## src/rtl/mem_arbiter.sv

```systemverilog
// Byte-wide memory port sequencer shared by instruction fetch and the LSU.
// Multi-byte requests become little-endian single-byte bus cycles; reads are reassembled.
module mem_arbiter #(
    parameter int          ADDR_WIDTH  = 32,
    parameter logic [31:0] IO_ADDR_MIN = 32'h0003_0000
) (
    input  logic                  clock,
    input  logic                  reset,
    input  logic                  ready,
    input  logic                  io_ifetch_req_valid,
    output logic                  io_ifetch_req_ready,
    input  logic [ADDR_WIDTH-1:0] io_ifetch_addr,
    output logic                  io_ifetch_resp_valid,
    output logic [31:0]           io_ifetch_resp_data,
    input  logic                  io_lsu_req_valid,
    output logic                  io_lsu_req_ready,
    input  logic [ADDR_WIDTH-1:0] io_lsu_addr,
    input  logic                  io_lsu_write,
    input  logic [1:0]            io_lsu_size,
    input  logic [31:0]           io_lsu_wdata,
    output logic                  io_lsu_resp_valid,
    output logic [31:0]           io_lsu_resp_data,
    output logic [ADDR_WIDTH-1:0] io_mem_a,
    output logic                  io_mem_wr,
    output logic [7:0]            io_mem_dout,
    input  logic [7:0]            io_mem_din,
    input  logic                  io_io_buffer_full,
    output logic                  io_busy
);

    typedef enum logic [1:0] {IDLE, READ, WRITE, RESP} state_t;

    localparam logic [ADDR_WIDTH-1:0] IO_MIN = ADDR_WIDTH'(IO_ADDR_MIN);

    state_t                state_reg;
    logic [2:0]            cnt_reg;
    logic [2:0]            n_reg;
    logic [ADDR_WIDTH-1:0] base_reg;
    logic [ADDR_WIDTH-1:0] addr_hold_reg;
    logic [31:0]           wdata_reg;
    logic [31:0]           rdata_reg;
    logic [31:0]           rdata_next;
    logic [31:0]           ifetch_data_reg;
    logic [31:0]           lsu_data_reg;
    logic                  owner_lsu_reg;
    logic                  last_grant_lsu_reg;
    logic                  pending_reg;

    logic                  any_req;
    logic                  grant_lsu;
    logic                  accept;
    logic                  in_xfer;
    logic                  issuing;
    logic                  io_blocked;
    logic [ADDR_WIDTH-1:0] cur_addr;
    logic [2:0]            lsu_len;

    always_comb begin
        lsu_len = 3'd4;
        case (io_lsu_size)
            2'd0:    lsu_len = 3'd1;
            2'd1:    lsu_len = 3'd2;
            default: lsu_len = 3'd4;
        endcase
    end

    // Round-robin: with both requesting, the side that did not win last time goes next.
    assign any_req   = io_ifetch_req_valid || io_lsu_req_valid;
    assign grant_lsu = io_lsu_req_valid && (!io_ifetch_req_valid || !last_grant_lsu_reg);
    assign accept    = !reset && (state_reg == IDLE) && ready && any_req;

    assign io_ifetch_req_ready = accept && !grant_lsu;
    assign io_lsu_req_ready    = accept && grant_lsu;

    assign cur_addr   = base_reg + ADDR_WIDTH'(cnt_reg);
    assign in_xfer    = (state_reg == READ) || (state_reg == WRITE);
    assign issuing    = ready && in_xfer && (cnt_reg < n_reg);
    assign io_blocked = (state_reg == WRITE) && (cur_addr >= IO_MIN) && io_io_buffer_full;

    // The address lingers on the bus whenever no new cycle is issued.
    assign io_mem_a    = issuing ? cur_addr : addr_hold_reg;
    assign io_mem_wr   = issuing && (state_reg == WRITE) && !io_blocked;
    assign io_mem_dout = io_mem_wr ? wdata_reg[{cnt_reg[1:0], 3'b000} +: 8] : 8'h00;

    assign io_ifetch_resp_valid = (state_reg == RESP) && ready && !owner_lsu_reg;
    assign io_lsu_resp_valid    = (state_reg == RESP) && ready && owner_lsu_reg;
    assign io_ifetch_resp_data  = ifetch_data_reg;
    assign io_lsu_resp_data     = lsu_data_reg;
    assign io_busy              = (state_reg != IDLE);

    // Byte returned this cycle belongs to the address issued one cycle earlier (slot cnt-1).
    generate
        for (genvar gi = 0; gi < 4; gi++) begin : g_capture
            assign rdata_next[gi*8 +: 8] = (pending_reg && (cnt_reg == 3'(gi + 1)))
                                         ? io_mem_din : rdata_reg[gi*8 +: 8];
        end
    endgenerate

    always_ff @(posedge clock) begin
        if (reset) begin
            state_reg          <= IDLE;
            cnt_reg            <= 3'd0;
            n_reg              <= 3'd0;
            base_reg           <= '0;
            addr_hold_reg      <= '0;
            wdata_reg          <= 32'h0;
            rdata_reg          <= 32'h0;
            ifetch_data_reg    <= 32'h0;
            lsu_data_reg       <= 32'h0;
            owner_lsu_reg      <= 1'b0;
            last_grant_lsu_reg <= 1'b1;
            pending_reg        <= 1'b0;
        end else begin
            addr_hold_reg <= io_mem_a;
            pending_reg   <= issuing && (state_reg == READ);
            rdata_reg     <= rdata_next;
            case (state_reg)
                IDLE: begin
                    if (accept) begin
                        base_reg           <= grant_lsu ? io_lsu_addr : io_ifetch_addr;
                        n_reg              <= grant_lsu ? lsu_len : 3'd4;
                        wdata_reg          <= io_lsu_wdata;
                        owner_lsu_reg      <= grant_lsu;
                        last_grant_lsu_reg <= grant_lsu;
                        cnt_reg            <= 3'd0;
                        rdata_reg          <= 32'h0;
                        state_reg          <= (grant_lsu && io_lsu_write) ? WRITE : READ;
                    end
                end
                READ: begin
                    if (issuing) begin
                        cnt_reg <= cnt_reg + 3'd1;
                    end else if (ready && (cnt_reg == n_reg)) begin
                        state_reg <= RESP;
                        if (owner_lsu_reg) begin
                            lsu_data_reg <= rdata_next;
                        end else begin
                            ifetch_data_reg <= rdata_next;
                        end
                    end
                end
                WRITE: begin
                    if (issuing && !io_blocked) begin
                        cnt_reg <= cnt_reg + 3'd1;
                        if (cnt_reg == n_reg - 3'd1) begin
                            state_reg    <= RESP;
                            lsu_data_reg <= 32'h0;
                        end
                    end
                end
                RESP: begin
                    if (ready) begin
                        state_reg <= IDLE;
                    end
                end
                default: state_reg <= IDLE;
            endcase
        end
    end

endmodule

```

## config.mk

```make
export PLATFORM = sky130hd
export DESIGN_NAME = mem_arbiter
export DESIGN_NICKNAME = d
export VERILOG_FILES = /design/src/rtl/mem_arbiter.sv
export SDC_FILE = /design/constraint.sdc
export NUM_CORES = 1
export LEC_CHECK = 0
export ABC_AREA = 1
export CORE_UTILIZATION = 35
export DETAILED_ROUTE_END_ITERATION = 7
export PLACE_DENSITY = 0.56
export SLEW_MARGIN = 15
export SYNTH_ARGS = -nofsm -noshare
export SYNTH_HDL_FRONTEND = slang
export SYNTH_SLANG_ARGS = --single-unit
```

## constraint.sdc

```tcl
create_clock -name clock -period 3.6 [get_ports clock]
set_clock_uncertainty 0.15 [all_clocks]
set_input_delay 0.72 -clock clock [delete_from_list [all_inputs] [get_ports clock]]
set_output_delay 0.72 -clock clock [all_outputs]
set_load 0.03 [all_outputs]
```

---- After elaboration in Yosys (flattened, before gate mapping) ----
Index checks and enable logic that the tools add are counted.
storage, ports and cells
  flip-flop bits (word level) ............. 203
  bits of input ports ..................... 113
  output and inout port bits .............. 110
  word-level logic and storage cells ...... 109
cells by class
  add/sub/neg operators ................... 3
  $lt $le $gt $ge ......................... 2
  equality and inequality tests ........... 18
  shift-type cells ........................ 1
  multiplexer cells ....................... 29
  bitwise logic cells ..................... 2
  reductions and logical operators ........ 42
operators by type and width
  kind                  count
  $mux 32               9
  $pmux 32 s2           1
  $mux 8                5
  $add 32x3->32         1
  $ge 32x18->1 const B  1
  $shiftx 32x6->8       1
  $logic_and 1x1->1     23
  $mux 2                7
  $mux 3                4
  $reduce_and 6->1      2
  $ne 2x2->1 const B    5
  $pmux 3 s3            1
  $pmux 2 s4            1
  $reduce_and 4->1      2
  $eq 3x2->1 const B    2
  $eq 3x3->1            2
  $logic_not 1->1       6
  $ne 2x1->1 const B    3
  $pmux 3 s2            1
  $eq 2x1->1 const B    2
  $eq 2x2->1 const B    2
  $logic_not 2->1       2
  $reduce_bool 2->1     2
  $add 3x1->3 const B   1
  other kinds (8)       11

---- Longest topological paths before layout ----
Gate-level depths: netlist of run 1.
  depth after elaboration ................. 8
  depth in mapped cells ................... 22
  gate-level depth less buffers ........... 22

---- Worst setup path before layout of run 1 ----
OpenSTA, ideal clock, no wires.
  kind .................................... reg-to-output
  start point ............................. register cnt_reg[0]
  end point ............................... output io_mem_dout[0]
  data arrival time ....................... 3.323 ns
  required time ........................... 2.730 ns
  path slack .............................. -0.593 ns
  stages on the path, launching flop included .. 18
  path buffers ............................ 0
  cells stage by stage .................... dfxtp_1 > ha_1 > fa_1 > nand3_1 > nand2_1 > nand2_2 > nor2_4 > nand3b_1 > nand2_1 > nor2_1 > nand2_1 > nor2_1 > nand2_1 > nand2_1 > nand2_1 > nor2_1 > inv_1 > a211oi_1
on the way
  word-level cells in the longest chain between the ends .. 7
  elaborated cells on any way between the ends .. 11
  classes of those cells .................. 1 x add/sub; 2 x order compare; 1 x shift; 1 x mux; 6 x reduce/logical
ends and longest elaborated chain
  element                          line  source
  start: declaration               36    logic [2:0] cnt_reg;
  start signal: assignment         132   cnt_reg <= cnt_reg + 3'd1;
  start signal: assignment         144   cnt_reg <= cnt_reg + 3'd1;
  $add 32x3->32                    75    assign cur_addr = base_reg + ADDR_WIDTH'(cnt_reg);
  $ge 32x18->1                     78    assign io_blocked = (state_reg == WRITE) && (cur_addr >= IO_MIN) && io_io_buffer_full;
  $logic_and 1x1->1 (2 in series)  78
  $logic_not 1->1                  82    assign io_mem_wr = issuing && (state_reg == WRITE) && !io_blocked;
  $logic_and 1x1->1 (*)            82
  named net io_mem_wr              24    output logic io_mem_wr,
  $mux 8 (*)                       83    assign io_mem_dout = io_mem_wr ? wdata_reg[{cnt_reg[1:0], 3'b000} +: 8] : 8'h00;
  end: declaration                 25    output logic [7:0] io_mem_dout,
Mark *: on every way through the listed nets, which the timed path passes. The rest lies on a longest branch.

---- Worst setup path in the final report of run 1 ----
  start point ............................. register base_reg[0]
  end point ............................... output io_mem_dout[3]
on the way
  word-level cells in the longest chain between the ends .. 7
ends and longest elaborated chain
  element                          line  source
  start: declaration               38    logic [ADDR_WIDTH-1:0] base_reg;
  start signal: assignment         120   base_reg <= grant_lsu ? io_lsu_addr : io_ifetch_addr;
  $add 32x3->32                    75
  $ge 32x18->1                     78
  $logic_and 1x1->1 (2 in series)  78
  $logic_not 1->1                  82
  $logic_and 1x1->1                82
  $mux 8                           83
Every way passes these cells.

==> impl_metrics.env, run 1 <==
export IMPL_n_fill_cell=2771
export IMPL_cts_tree="yes"
export IMPL_seq_area_um2=4068
export IMPL_yosysWarningCount=0
export IMPL_dieWidth_um=169.6
export IMPL_num_vias=9645
export IMPL_worst_path_buf_inv=4
export IMPL_cp_startpoint="base_reg[0]"
export IMPL_hold_path_startpoint="io_ifetch_resp_data[26]"
export IMPL_postRouteAntennaNets=0
export IMPL_status="finished with violations"
export IMPL_tightest_slew_ps=686.7
export IMPL_mostFrequentLayoutCell="nand2_1"
export IMPL_yosysSeqAreaShare_pct=41.34
export IMPL_worstPathArrival_ps=3220
export IMPL_report_final_setup_viol=9
export IMPL_ys_flop_type="dfxtp_1"
export IMPL_synth_edf_count=0
export IMPL_critPathRequiredTime_ps=2730
export IMPL_vdd_drop_max_v=0.0003578
export IMPL_cts_root_buf="clkbuf_16"
export IMPL_dpl_cell_area_um2=12980
export IMPL_relSlewSlack_pct=54.22
export IMPL_finalCritPeriodShare_pct=113.6
export IMPL_row_count=60
export IMPL_synth_area_leaders="dfxtp_1 41%, nand2_1 15%, inv_1 8.1%"
export IMPL_hold_buffers=0
export IMPL_crit_family="simple AND/OR/NAND/NOR gates"
export IMPL_drt_iter0_drc=501
export IMPL_cts_clk_slew_worst_paths_ps=60
export IMPL_grt_max_degree=102
export IMPL_final_cell_area_um2=14070
export IMPL_crit_type="reg -> out"
export IMPL_antenna_found_initial=1
export IMPL_first_pass_iters=5
export IMPL_viasPerCell=4.615
export IMPL_clk_path_buf_depth=3
export IMPL_wl_um=30890
export IMPL_start_util_pct=36.07
export IMPL_synth_cell_type_count=34
export IMPL_area_growth_pct=43.10
export IMPL_period_needed_ps=4091
export IMPL_htreeDepth=1
export IMPL_multi_input_area_um2=4971
export IMPL_fin_ws_ps=-490.6
export IMPL_syn_num_nets=1585
export IMPL_avgSynthCellArea_um2=6.760
export IMPL_syn_inst=1454
export IMPL_core_um2=27250
export IMPL_startpoint_type="flip-flop"
export IMPL_drcViolationCount=0
export IMPL_clk_latency_ps=520
export IMPL_dpl_hpwl_um=22310
export IMPL_antenna_cells=0
export IMPL_die_area_um2=28760
export IMPL_grt_pass1_vias=9455
export IMPL_numPortBuffers=222
export IMPL_layout_common_cells="390 x nand2_1, 209 x inv_1, 200 x dfxtp_1"
export IMPL_synth_top_area_share_pct=41.34
export IMPL_crit_path_cell_trace="ha_4 -> fa_2 -> nand3_2 -> nand2_4 -> nand2_4 -> buf_6 -> nor2_4 -> nand3b_1 -> nand2_2 -> nor2_1 -> nand2_1 -> nor2_1 -> nand2_1 -> nand2_1 -> nand2_2 -> nor2_4 -> clkinvlp_4 -> buf_12 -> a211oi_4 -> buf_6"
export IMPL_crit_path_frequent_cell="nand2_1"
export IMPL_p_leak_uw=0.006152
export IMPL_crit_slowest_cell="fa_2"
export IMPL_p_total_uw=9630
export IMPL_synthArstFlopShare_pct=0
export IMPL_rsz0062_at_grt="yes"
export IMPL_routedWlPerCell_um=14.78
export IMPL_violations="setup timing"
export IMPL_worstReg2RegStart="base_reg[0]"
export IMPL_maxCapViolCount=0
export IMPL_grt_remaining_overflow=0
export IMPL_end_kind="output port"
export IMPL_layout_nets=1836
export IMPL_hold_viol_final=0
export IMPL_power_density_nw_per_um2=684.6
export IMPL_io_pins=223
export IMPL_synth_seq_cells=203
export IMPL_cts_buffers=24
export IMPL_die_height_um=169.6
export IMPL_gp_congestion=0.8990
export IMPL_hp_class="reg -> reg"
export IMPL_max_freq_ghz=0.2445
export IMPL_grtUsageTotal_pct=21.58
export IMPL_drive_gt1_share_pct=15.25
export IMPL_max_stage_delay_ps=360
export IMPL_yosys_area_top_type="dfxtp_1"
export IMPL_syn_cell_area_um2=9829
export IMPL_grt_pass1_wl_um=49500
export IMPL_post_route_util_pct=51.62
export IMPL_drv_slew=0
export IMPL_critPathMaxFanout=8
export IMPL_cts_sinks=203
-- layer usage --
layer,up-vias,track usage (%),part of all wire [%]
li1,5012,-,-
met2,235,34.84,44
met4,2,7.286,3.6
met3,61,3.848,5.0
met1,4335,28.87,47
met5,-,0,0.026
-- worst paths after layout --
kind | endpoint | slack (ps) | cells after the start
worst max-delay path | io_mem_dout[3] | -490 | 20
worst min-delay path | io_ifetch_resp_data[26] | 290 | 2
worst max register to register | io_lsu_resp_data[9] | 260 | 22
worst min register to register | io_ifetch_resp_data[26] | 290 | 2
-- layout make-up --
cell class	count	area share [%]
flip-flops and latches	203	28.92
clock inverters	5	0.2758
repair buffers	297	21.45
multi-input cells	960	35.34
well taps	372	3.309
clock buffers	34	4.821
inverters	219	5.889
-- report_power, final --
| part | switching (uW) | internal [uW] | leakage (uW) |
|---|---|---|---|
| sequential | 223 | 2650 | 0.00165 |
| clock | 953 | 1300 | 0.000350 |
| combinational | 2700 | 1800 | 0.00415 |
| total | 3880 | 5750 | 0.00615 |
-- through the flow --
step	instances	setup TNS (ps)	hold slack, ps	setup slack [ps]
floorplan	1454	-181.6	283.3	-62.19
global placement	2034	-232.4	284.4	-72.16
detailed placement	2034	-373.1	286.4	-84.90
CTS	2089	-4227	295.4	-480.4
global route	2090	-5918	306.2	-688.4
finish	2090	-4097	293.1	-490.6
-- cell families after synthesis --
logic type      after synthesis  synth area share, %
buf+inv                     292                11.42
compound gates              212                11.97
mux                          11                1.120
fa+ha+maj                    18                2.368
flops                       203                41.34
simple gates                702                30.36
xor+xnor                     16                1.426
-- cells in the mapped netlist (9+ instances only) --
cell	instances
o21ai_0	69
a31oi_1	24
nand3b_1	9
mux2i_1	11
nand2_1	394
and2_1	17
nand3_1	46
dfxtp_1	203
inv_1	212
a211oi_1	24
a21oi_1	83
clkbuf_1	61
nand4_1	21
ha_1	17
nor2_1	159
or2_2	43
-- tightest hold or removal path: stages, from the launching register on --
cell	delay, ps
dfxtp_1	310
inv_1	40
a21oi_1	50
-- timing repair --
item / CTS / global route
pin swaps: 8 / 1
resized for setup: 34 / 16
setup endpoints to repair: 41 / 39
buffers inserted: 15 / 6
cloned: 2 / 1
Note: power is estimated with default switching activity, not from simulation.
==> inputs of run 2 (changes only) <==
Settings changed: GPL_TIMING_DRIVEN set to 0.
==> impl_metrics.env, run 2 (synthesis results as in run 1) <==
export IMPL_row_count=60
export IMPL_r2r_cells=22
export IMPL_power_density_nw_per_um2=687.0
export IMPL_period_needed_ps=4198
export IMPL_postRouteAntennaNets=0
export IMPL_p_leak_uw=0.006061
export IMPL_critPathMaxFanout=8
export IMPL_drcViolationCount=0
export IMPL_io_pins=223
export IMPL_cts_sinks=203
export IMPL_grt_pass1_wl_um=49420
export IMPL_grt_remaining_overflow=0
export IMPL_reg2reg_slack_ps=380
export IMPL_drv_slew=0
export IMPL_hold_buffers=0
export IMPL_grt_max_degree=16
export IMPL_p_total_uw=9524
export IMPL_max_freq_ghz=0.2382
export IMPL_rsz0062_at_grt="yes"
export IMPL_startpoint_type="flip-flop"
export IMPL_finalCritPeriodShare_pct=116.6
export IMPL_tightest_slew_ps=842.5
export IMPL_numPortBuffers=222
export IMPL_clk_latency_ps=520
export IMPL_setup_tns_ps=-4617
export IMPL_rr_endpoint="io_lsu_resp_data[17]"
export IMPL_crit_type="reg -> out"
export IMPL_vdd_drop_max_v=0.0004159
export IMPL_hold_viol_final=0
export IMPL_maxCapViolCount=0
export IMPL_min_path_cells=2
export IMPL_end_kind="output port"
export IMPL_report_final_setup_viol=9
export IMPL_die_height_um=169.6
export IMPL_violations="setup timing"
export IMPL_wl_um=31590
export IMPL_cts_root_buf="clkbuf_16"
export IMPL_layout_nets=1857
export IMPL_drive_gt1_share_pct=13.43
export IMPL_cts_tree="yes"
export IMPL_layout_common_cells="383 x nand2_1, 207 x inv_1, 194 x dfxtp_1"
export IMPL_drt_iter0_drc=541
export IMPL_cts_clk_slew_worst_paths_ps=60
export IMPL_dieWidth_um=169.6
export IMPL_dpl_hpwl_um=24560
export IMPL_status="finished with violations"
export IMPL_num_vias=9734
export IMPL_routedWlPerCell_um=14.93
export IMPL_viasPerCell=4.602
export IMPL_core_um2=27250
export IMPL_mostFrequentLayoutCell="nand2_1"
export IMPL_cp_startpoint="cnt_reg[0]"
export IMPL_antenna_cells=0
export IMPL_hold_path_startpoint="io_ifetch_resp_data[8]"
export IMPL_first_pass_iters=5
export IMPL_antenna_found_initial=0
export IMPL_gp_congestion=0.9111
export IMPL_clk_path_buf_depth=3
export IMPL_worstPathArrival_ps=3330
export IMPL_htreeDepth=1
export IMPL_worstReg2RegStart="cnt_reg[0]"
export IMPL_critPathRequiredTime_ps=2730
export IMPL_fin_ws_ps=-597.8
export IMPL_grt_pass1_vias=9229
export IMPL_die_area_um2=28760
export IMPL_grtUsageTotal_pct=22.03
export IMPL_start_util_pct=36.07
export IMPL_cts_buffers=24
export IMPL_area_growth_pct=41.04
export IMPL_relSlewSlack_pct=43.84
export IMPL_hp_class="reg -> reg"
export IMPL_holdPathEnd="io_ifetch_resp_data[8]"
-- run 2: cell types whose count changed in the layout (fill, tap and decap cells not counted), moves of 5 or more --
cell,change
dfxtp_1,-6
a21oi_1,+13
buf_6,+6
buf_4,-50
nand2_2,+5
buf_1,+5
nand2_1,-7
buf_2,+19
clkbuf_1,+50
a21oi_2,-14
buf_12,-19
-- run 2: per-stage QoR --
stage / worst slack (ps) / cell area (um^2) / hold slack, ps / instances / utilization, %
6_report: -597.8 / 13860 / 293.3 / 2115 / 50.87
5_1_grt: -788.5 / 13860 / 305.2 / 2115 / 50.87
3_5_place_dp: -1680 / 12690 / 287.3 / 2048 / 46.55
4_1_cts: -587.0 / 13750 / 296.2 / 2105 / 50.47
3_3_place_gp: -1661 / 12690 / 284.0 / 2048 / 46.55
2_1_floorplan: -62.19 / 9998 / 283.3 / 1454 / -
-- run 2: area by class of cell --
class / instances / area (um^2)
fillers: 2786 / 13390
multi-input cells: 959 / 4976
flip-flops and latches: 203 / 4083
repair buffers: 249 / 2362
inverters: 219 / 830.8
clock buffers: 38 / 754.5
well taps: 372 / 465.4
plain buffers: 70 / 362.8
clock inverters: 5 / 28.78
-- run 2: worst max-delay path: stages (launching register included) --
cell,delay [ps]
dfxtp_4,370
ha_4,140
fa_2,210
nand3_2,90
nand2_4,110
nand2_4,80
nor2_4,220
nand2_1,70
nand2_1,70
nand2_2,70
nor2_1,100
nand2_1,60
nor2_2,120
nand2_2,100
nand2_2,90
nand2_4,50
nor2_4,130
clkinvlp_4,120
buf_12,160
a211oi_4,250
buf_6,170
-- run 2: where the power goes --
part	switching (uW)	internal, uW	leakage, uW	total [uW]
logic	2640	1600	0.00401	4250
registers	242	2660	0.00165	2900
clock network	950	1430	0.000391	2380
-- run 2: how the worst max path moves through the flow --
stage	end	slack, ps	cells past startpoint
after detailed placement	io_mem_a[12]	-1680	8
final	io_mem_dout[3]	-600	20
after CTS	io_mem_dout[0]	-590	20
after global placement	io_mem_a[12]	-1660	8
after floorplan	io_mem_dout[0]	-60	18
after global routing	io_mem_dout[3]	-790	20
-- run 2: timing repair --
item | in CTS | in global routing
buffers inserted | 16 | 11
setup endpoints to repair | 75 | 40
resized for setup | 269 | 52
pin swaps | 12 | 6
-- run 2: metal layers --
layer	track usage (%)	up-vias	share of wire, %
met3	3.731	40	5.2
met5	0	-	0
met1	30.28	4376	48
met4	5.366	0	2.3
met2	35.69	245	45
li1	-	5073	-
==> inputs of run 3 (changes only) <==
Settings changed: CORE_MARGIN set to 2, TNS_END_PERCENT set to 30.
==> impl_metrics.env, run 3 (synthesis results as in run 1) <==
export IMPL_p_leak_uw=0.005988
export IMPL_p_clk_share_pct=25.2
export IMPL_hold_buffers=0
export IMPL_report_final_setup_viol=21
export IMPL_mostFrequentLayoutCell="nand2_1"
export IMPL_vdd_drop_max_v=0.0003591
export IMPL_p_total_uw=9498
export IMPL_die_height_um=171.6
export IMPL_area_growth_pct=40.54
export IMPL_gp_congestion=0.8940
export IMPL_final_cells=2118
export IMPL_hold_viol_final=0
export IMPL_row_count=61
export IMPL_fin_ws_ps=-583.3
export IMPL_cts_sinks=203
export IMPL_r2r_cells=13
export IMPL_dpl_cell_count=2054
export IMPL_crit_type="reg -> out"
export IMPL_reg2reg_slack_ps=460
export IMPL_antenna_cells=0
export IMPL_grtUsageTotal_pct=21.40
export IMPL_status="finished with violations"
export IMPL_maxCapViolCount=0
export IMPL_drcViolationCount=0
export IMPL_rr_endpoint="io_lsu_resp_data[28]"
export IMPL_htreeDepth=1
export IMPL_end_kind="output port"
export IMPL_start_util_pct=35.48
export IMPL_clk_path_buf_depth=3
export IMPL_antenna_found_initial=0
export IMPL_critPathRequiredTime_ps=2730
export IMPL_cp_startpoint="cnt_reg[0]"
export IMPL_relSlewSlack_pct=51.70
export IMPL_wl_um=31710
export IMPL_cts_root_buf="clkbuf_16"
export IMPL_worstReg2RegStart="cnt_reg[1]"
export IMPL_grt_pass1_wl_um=48970
export IMPL_rsz0062_at_grt="yes"
export IMPL_grt_pass1_vias=9215
export IMPL_drt_iter0_drc=516
export IMPL_tightest_slew_ps=724.5
export IMPL_switching_share_pct=40.46
export IMPL_cell_internal_pwr_uw=5655
export IMPL_dieWidth_um=171.6
export IMPL_finalCritPeriodShare_pct=116.2
export IMPL_cts_buffers=24
export IMPL_hp_class="reg -> reg"
export IMPL_critPathMaxFanout=8
export IMPL_die_area_um2=29440
export IMPL_postRouteAntennaNets=0
export IMPL_switching_power_uw=3842
export IMPL_drv_slew=0
export IMPL_clk_latency_ps=520
export IMPL_grt_max_degree=13
export IMPL_cp_endpoint="io_mem_dout[6]"
export IMPL_io_pins=223
export IMPL_core_um2=27710
export IMPL_power_density_nw_per_um2=687.5
export IMPL_numPortBuffers=222
export IMPL_num_vias=9760
export IMPL_routedWlPerCell_um=14.97
export IMPL_final_cell_area_um2=13810
export IMPL_cts_clk_slew_worst_paths_ps=60
export IMPL_first_pass_iters=7
export IMPL_cts_tree="yes"
export IMPL_period_needed_ps=4183
export IMPL_layout_nets=1853
export IMPL_worstPathArrival_ps=3310
export IMPL_combPwrFrac_pct=44.3
export IMPL_dpl_hpwl_um=24550
export IMPL_violations="setup timing"
export IMPL_layout_common_cells="381 x nand2_1, 209 x inv_1, 199 x dfxtp_1"
export IMPL_max_freq_ghz=0.2390
export IMPL_viasPerCell=4.608
export IMPL_startpoint_type="flip-flop"
export IMPL_drive_gt1_share_pct=13.22
export IMPL_pwr_share_seq_pct=30.5
export IMPL_grt_remaining_overflow=0
export IMPL_dpl_cell_area_um2=12690
-- run 3: worst min-delay path by stage --
| stage | start | to | slack (ps) | cells past startpoint |
|---|---|---|---|---|
| finish | io_ifetch_resp_data[18] | io_ifetch_resp_data[18] | 290 | 2 |
| global route | io_ifetch_resp_data[14] | io_ifetch_resp_data[14] | 310 | 2 |
| CTS | io_ifetch_resp_data[25] | io_ifetch_resp_data[25] | 300 | 2 |
| detailed placement | io_ifetch_resp_data[25] | io_ifetch_resp_data[25] | 290 | 2 |
| global placement | io_ifetch_resp_data[25] | io_ifetch_resp_data[25] | 280 | 2 |
| floorplan | last_grant_lsu_reg | last_grant_lsu_reg | 280 | 2 |
-- run 3: layout make-up --
| class | instances | area (um^2) |
|---|---|---|
| fill | 2892 | 13890 |
| clock inverter | 6 | 57.56 |
| buffer | 73 | 349.1 |
| sequential | 203 | 4074 |
| multi-input combinational | 959 | 4982 |
| timing repair buffer | 242 | 2336 |
| clock buffer | 38 | 714.4 |
| inverter | 219 | 828.3 |
| tap | 378 | 473.0 |
-- run 3: power by group through the flow --
stage / clock network [uW] / registers, uW / logic, uW
2_1_floorplan: 0 / 3260 / 2330
3_3_place_gp: 0 / 2940 / 4110
3_5_place_dp: 0 / 2950 / 4120
4_1_cts: 2450 / 2900 / 4220
5_1_grt: 2540 / 2940 / 4680
6_report: 2390 / 2890 / 4210
-- run 3: critical path, cell delays in order, from the launching register on --
cell	delay, ps
dfxtp_4	360
ha_4	160
fa_2	340
nand3_2	100
nand2_4	90
nand2_4	120
nor2_4	60
buf_6	120
nand2_2	40
nand2_1	40
nand2_1	70
nand2_1	60
inv_1	50
nand2_1	50
nor2_2	110
nand2_2	80
nand2_2	80
nand2_4	50
nor2_4	150
clkinvlp_4	120
buf_12	160
a211oi_4	200
buf_6	170
-- run 3: routing by layer --
metal	GRT usage (%)	vias up	part of all wire (%)
met2	35.76	251	46
met1	28.94	4411	46
li1	-	5059	-
met4	4.974	0	1.6
met5	0	-	0
met3	3.382	39	5.9
-- run 3: per-stage QoR --
| stage | TNS [ps] | worst slack [ps] | utilization, % | hold slack [ps] |
|---|---|---|---|---|
| 2_1_floorplan | -181.6 | -62.19 | - | 283.3 |
| 3_3_place_gp | -64350 | -1548 | 45.82 | 284.1 |
| 3_5_place_dp | -63930 | -1529 | 45.82 | 287.0 |
| 4_1_cts | -7655 | -648.3 | 49.65 | 295.7 |
| 5_1_grt | -11750 | -779.5 | 49.86 | 309.0 |
| 6_report | -6197 | -583.3 | 49.86 | 292.8 |
-- run 3: what timing repair did --
action / CTS / global route
setup endpoints to repair: 71 / 43
setup buffers: 18 / 3
pin swaps: 17 / 18
gates resized for setup: 247 / 44
cloned: 0 / 0
==> edit 1: new RTL, settings of run 1 <==
Encoding of `state_t`: now Gray code (2 bits for 4 states).
--- a/src/rtl/mem_arbiter.sv
+++ b/src/rtl/mem_arbiter.sv
@@ -30,3 +30,3 @@
 
-    typedef enum logic [1:0] {IDLE, READ, WRITE, RESP} state_t;
+    typedef enum logic [1:0] {IDLE = 2'b00, READ = 2'b01, WRITE = 2'b11, RESP = 2'b10} state_t;
 
Function: same outputs for any inputs over 4 cycles, from zero or initial values and one cycle with reset high; so few cycles prove little.
==> edit 1 against run 1 <==
- total power down 24%
- cell area up 1.6%
- cell count up 1.5%
- synthesized area down 0.38%
- routed wire length down 0.19%
- setup slack better by 0.016 ns
- synthesized cell count down 0.34%
- the flow still finishes with violations (negative setup slack)
- highest routed layer unchanged
- sequential cell count unchanged
==> edit 1: results <==
[grt]
grt_pass1_wl_um = 48500
track_usage_pct = 21.1
groute.layer.met1.usage_pct = 28.1
antenna_found_initial = 2
grt_max_degree = 65

[cells_and_area]
number_of_standard_cells_in_the_final_layout_excluding_fillers = 2121
inverters_excl_clock = 269
share_of_the_final_layout_cell_area_in_multi_input_gates_pct = 32.9
signal_buffers = 330
num-fill-cells = 2785
final-clk-cell-share_pct = 5.34
antenna_cells = 1
fin_nets = 1859
final-nonclk-buf-share_pct = 23.0

[place]
pre_cts_ws_ns = -0.118
gp_congestion = 0.909
dpl.cell_count = 2061

[route]
wl_per_cell_um = 14.5
total_met2_wirelength_after_detailed_routing_um = 14200
detailroute.wirelength.met3_um = 1460
routed_via_density = 4.59

[pwr]
power.share.clock_pct = 32.0
worst_ir_drop_vdd_v = 0.000358
lkg_pwr_nw = 6.22

[worst_hold_path]
whs_endpoint = io_ifetch_resp_data[30]$_SDFFE_PP0P_
min_from = io_ifetch_resp_data[30]$_SDFFE_PP0P_

[setup_path]
cp_slowest_stage_delay_ns = 0.34
worst_ep_arrival_time_ns = 3.20
rr_worst_depth = 23
reg2reg_to = io_lsu_resp_data[15]$_SDFFE_PP0P_

[timing]
maxSlewHeadroom_pct = 37.0
hold_slack_ns = 0.293
setup_violations = 10
setup_ws_final_ns = -0.475

[status]
result_of_the_run = finished with violations
violations_in_the_final_reports = negative setup slack

[yosys]
synth_xor_area_share_pct = 1.43
synth_top_cells_by_count = sky130_fd_sc_hd__nand2_1 (366), sky130_fd_sc_hd__inv_1 (266), sky130_fd_sc_hd__dfxtp_1 (203), sky130_fd_sc_hd__nor2_1 (126), sky130_fd_sc_hd__o21ai_0 (89)
synth_compound_area_share_pct = 14.5
synth_sequential_area_ratio_pct = 41.5
yosys-top-cells-area = sky130_fd_sc_hd__dfxtp_1 (42%), sky130_fd_sc_hd__nand2_1 (14%), sky130_fd_sc_hd__inv_1 (10%)
synth_cell_types = 37
-- edit 1: changes by cell type after synthesis, moves of 4 or more --
| cell | change |
|---|---|
| sky130_fd_sc_hd__nand2_1 | -28 |
| sky130_fd_sc_hd__a22o_1 | +16 |
| sky130_fd_sc_hd__o21ai_0 | +20 |
| sky130_fd_sc_hd__inv_2 | -7 |
| sky130_fd_sc_hd__or2_2 | -9 |
| sky130_fd_sc_hd__nand4_1 | +17 |
| sky130_fd_sc_hd__a31oi_1 | +4 |
| sky130_fd_sc_hd__and2_1 | +4 |
| sky130_fd_sc_hd__inv_1 | +54 |
| sky130_fd_sc_hd__nor2_1 | -33 |
| sky130_fd_sc_hd__a211oi_1 | -4 |
| sky130_fd_sc_hd__ha_1 | -5 |
| sky130_fd_sc_hd__mux2i_1 | -11 |
| sky130_fd_sc_hd__nand3_1 | -23 |
-- edit 1: how the worst max path moves through the flow --
stage,to,slack [ns]
after floorplan,io_mem_dout[0],-0.12
after detailed placement,io_mem_dout[0],-0.12
final,io_mem_dout[4],-0.47
after CTS,io_mem_dout[4],-0.51
after global placement,io_mem_dout[0],-0.07
after global routing,io_mem_dout[4],-0.65
-- edit 1: stage by stage --
step                setup TNS [ns]  power (mW)  area, um2
global route                 -5.77        7.74      14300
CTS                          -5.03        7.36      14100
detailed placement          -0.669        4.94      13200
floorplan                   -0.640        3.95       9950
global placement            -0.216        4.94      13200
finish                       -3.93        7.35      14300
-- edit 1: what timing repair did --
item | 4_1_cts | 5_1_grt
pin swaps | 10 | 2
resized for setup | 25 | 17
hold buffers | 0 | 0
setup endpoints to repair | 30 | 73
cloned | 1 | 2
setup buffers | 12 | 6
==> edit 2: new RTL, flow settings as in run 1 <==
Made on the original files. `ADDR_WIDTH`: 32 -> 64.
--- a/src/rtl/mem_arbiter.sv
+++ b/src/rtl/mem_arbiter.sv
@@ -3,3 +3,3 @@
 module mem_arbiter #(
-    parameter int          ADDR_WIDTH  = 32,
+    parameter int          ADDR_WIDTH  = 64,
     parameter logic [31:0] IO_ADDR_MIN = 32'h0003_0000
Ports: changed (resized io_ifetch_addr, io_lsu_addr and io_mem_a); port bits go from 223 to 319. The function was not compared with the original's and may differ.
==> edit 2 against run 1 <==
- the flow still finishes with violations (negative setup slack)
- synthesized area grew 37%
- cell area grew 70%
- sequential share of layout area shrank 6.5 points
- routed wire length grew 96%
- sequential cell count grew 64
- total power grew 48%
- setup slack lost 0.67 ns
- register-to-register slack lost 0.22 ns
- largest power group unchanged
==> edit 2: results <==
[pwr]
worst_ir_drop_vdd_v = 0.000405
power.net_switching_mw = 5.56

[place]
pre_cts_ws_ns = -0.767
dpl.hpwl_um = 42700
dpl.cell_count = 3062
gp_congestion = 0.940
post_dp_cell_area_um2 = 19500

[route]
dr.max_layer_used = met4
routed_via_density = 4.87
total_met2_wirelength_after_detailed_routing_um = 28500
routedLengthMet1_um = 26500
detailroute.wirelength.met3_um = 3790
wl_per_cell_um = 18.7

[cells_and_area]
fin_nets = 2895
num-fill-cells = 3418
post_route_cells_drive_above_1_share_pct = 35.1

[grt]
track_usage_pct = 29.7
grt_pass1_vias = 15200
met2_usage_pct = 50.3
antenna_found_initial = 0
grt_pass1_wl_um = 88100
grt_max_degree = 83

[yosys]
synth-adder-area-share_pct = 1.64
syn-instance-count = 2028
yosys-top-cells-area = sky130_fd_sc_hd__dfxtp_1 (40%), sky130_fd_sc_hd__nand2_1 (18%), sky130_fd_sc_hd__nor2_1 (7.7%)
synth_top_cells_by_count = sky130_fd_sc_hd__nand2_1 (649), sky130_fd_sc_hd__nor2_1 (274), sky130_fd_sc_hd__dfxtp_1 (267), sky130_fd_sc_hd__inv_1 (192), sky130_fd_sc_hd__a21oi_1 (88)
synth_compound_area_share_pct = 10.6
post_synth_mux_area_share_pct = 1.79
synth_cell_types = 36

[setup_path]
reg2reg_to = io_lsu_resp_data[5]$_SDFFE_PP0P_
worst_ep_arrival_time_ns = 3.89
cp_slowest_stage_delay_ns = 0.39
r2r_setup_slack_ns = 0.04
startpoint_of_the_worst_slack_reg_to_reg_timing_path = cnt_reg[1]$_SDFFE_PP0P_
critPathCapture = io_mem_dout[0]

[status]
violations_in_the_final_reports = negative setup slack
result_of_the_run = finished with violations

[cts]
insertion_delay_ns = 0.59

[timing]
setup_violations = 50
setup_tns_ns = -12.17
setup_ws_final_ns = -1.16
timing_worst_slew_pin_value_ns = 0.954
## edit 2: changes by cell type in the layout (fill, tap and decap cells not counted), sizes merged, moves of 22 or more
cell | run 1 | this run
a31oi | 24 | 51
buf | 119 | 484
clkdlybuf4s50 | 178 | 242
dfxtp | 203 | 267
inv | 218 | 196
nand2 | 396 | 654
nor2 | 164 | 286
## edit 2: metrics by stage
| step | power [mW] | hold WS [ns] |
|---|---|---|
| after floorplan | 6.48 | 0.283 |
| after global placement | 8.76 | 0.284 |
| after detailed placement | 8.79 | 0.291 |
| after CTS | 13.2 | 0.301 |
| after global routing | 15.0 | 0.326 |
| final | 14.3 | 0.298 |
## edit 2: kinds of logic (layout without fill, tap and decap cells)
group	Yosys count	after routing
simple gates	1141	1141
buf+inv	295	992
flops	267	267
compound gates	251	251
xor+xnor	33	33
mux	24	24
fa+ha+maj	17	17
other cells	0	1
## edit 2: layout make-up
cell class              instances  share of cell area [%]
flip-flops and latches        267                    22.4
diodes                          1                  0.0104
inverters                     202                    3.32
well taps                     511                    2.67
repair buffers                734                    31.0
clock buffers                  47                    3.69
multi-input cells            1466                    36.5
clock inverters                 9                   0.371
## edit 2: what timing repair did
| item | 4_1_cts | 5_1_grt |
|---|---|---|
| resized for setup | 399 | 246 |
| gates cloned | 11 | 9 |
| pin swaps | 71 | 93 |
| hold buffers | 0 | 0 |
| setup buffers | 90 | 37 |
| endpoints found under the setup margin | 107 | 110 |
## edit 2: power groups by stage
stage                     Combinational (mW)  Sequential, mW  Clock [mW]
final                                   7.57            3.66        3.05
after global placement                  5.09            3.68           0
after global routing                    8.06            3.70        3.22
after CTS                               6.49            3.64        3.09
after detailed placement                5.10            3.69           0
after floorplan                         2.50            3.99           0
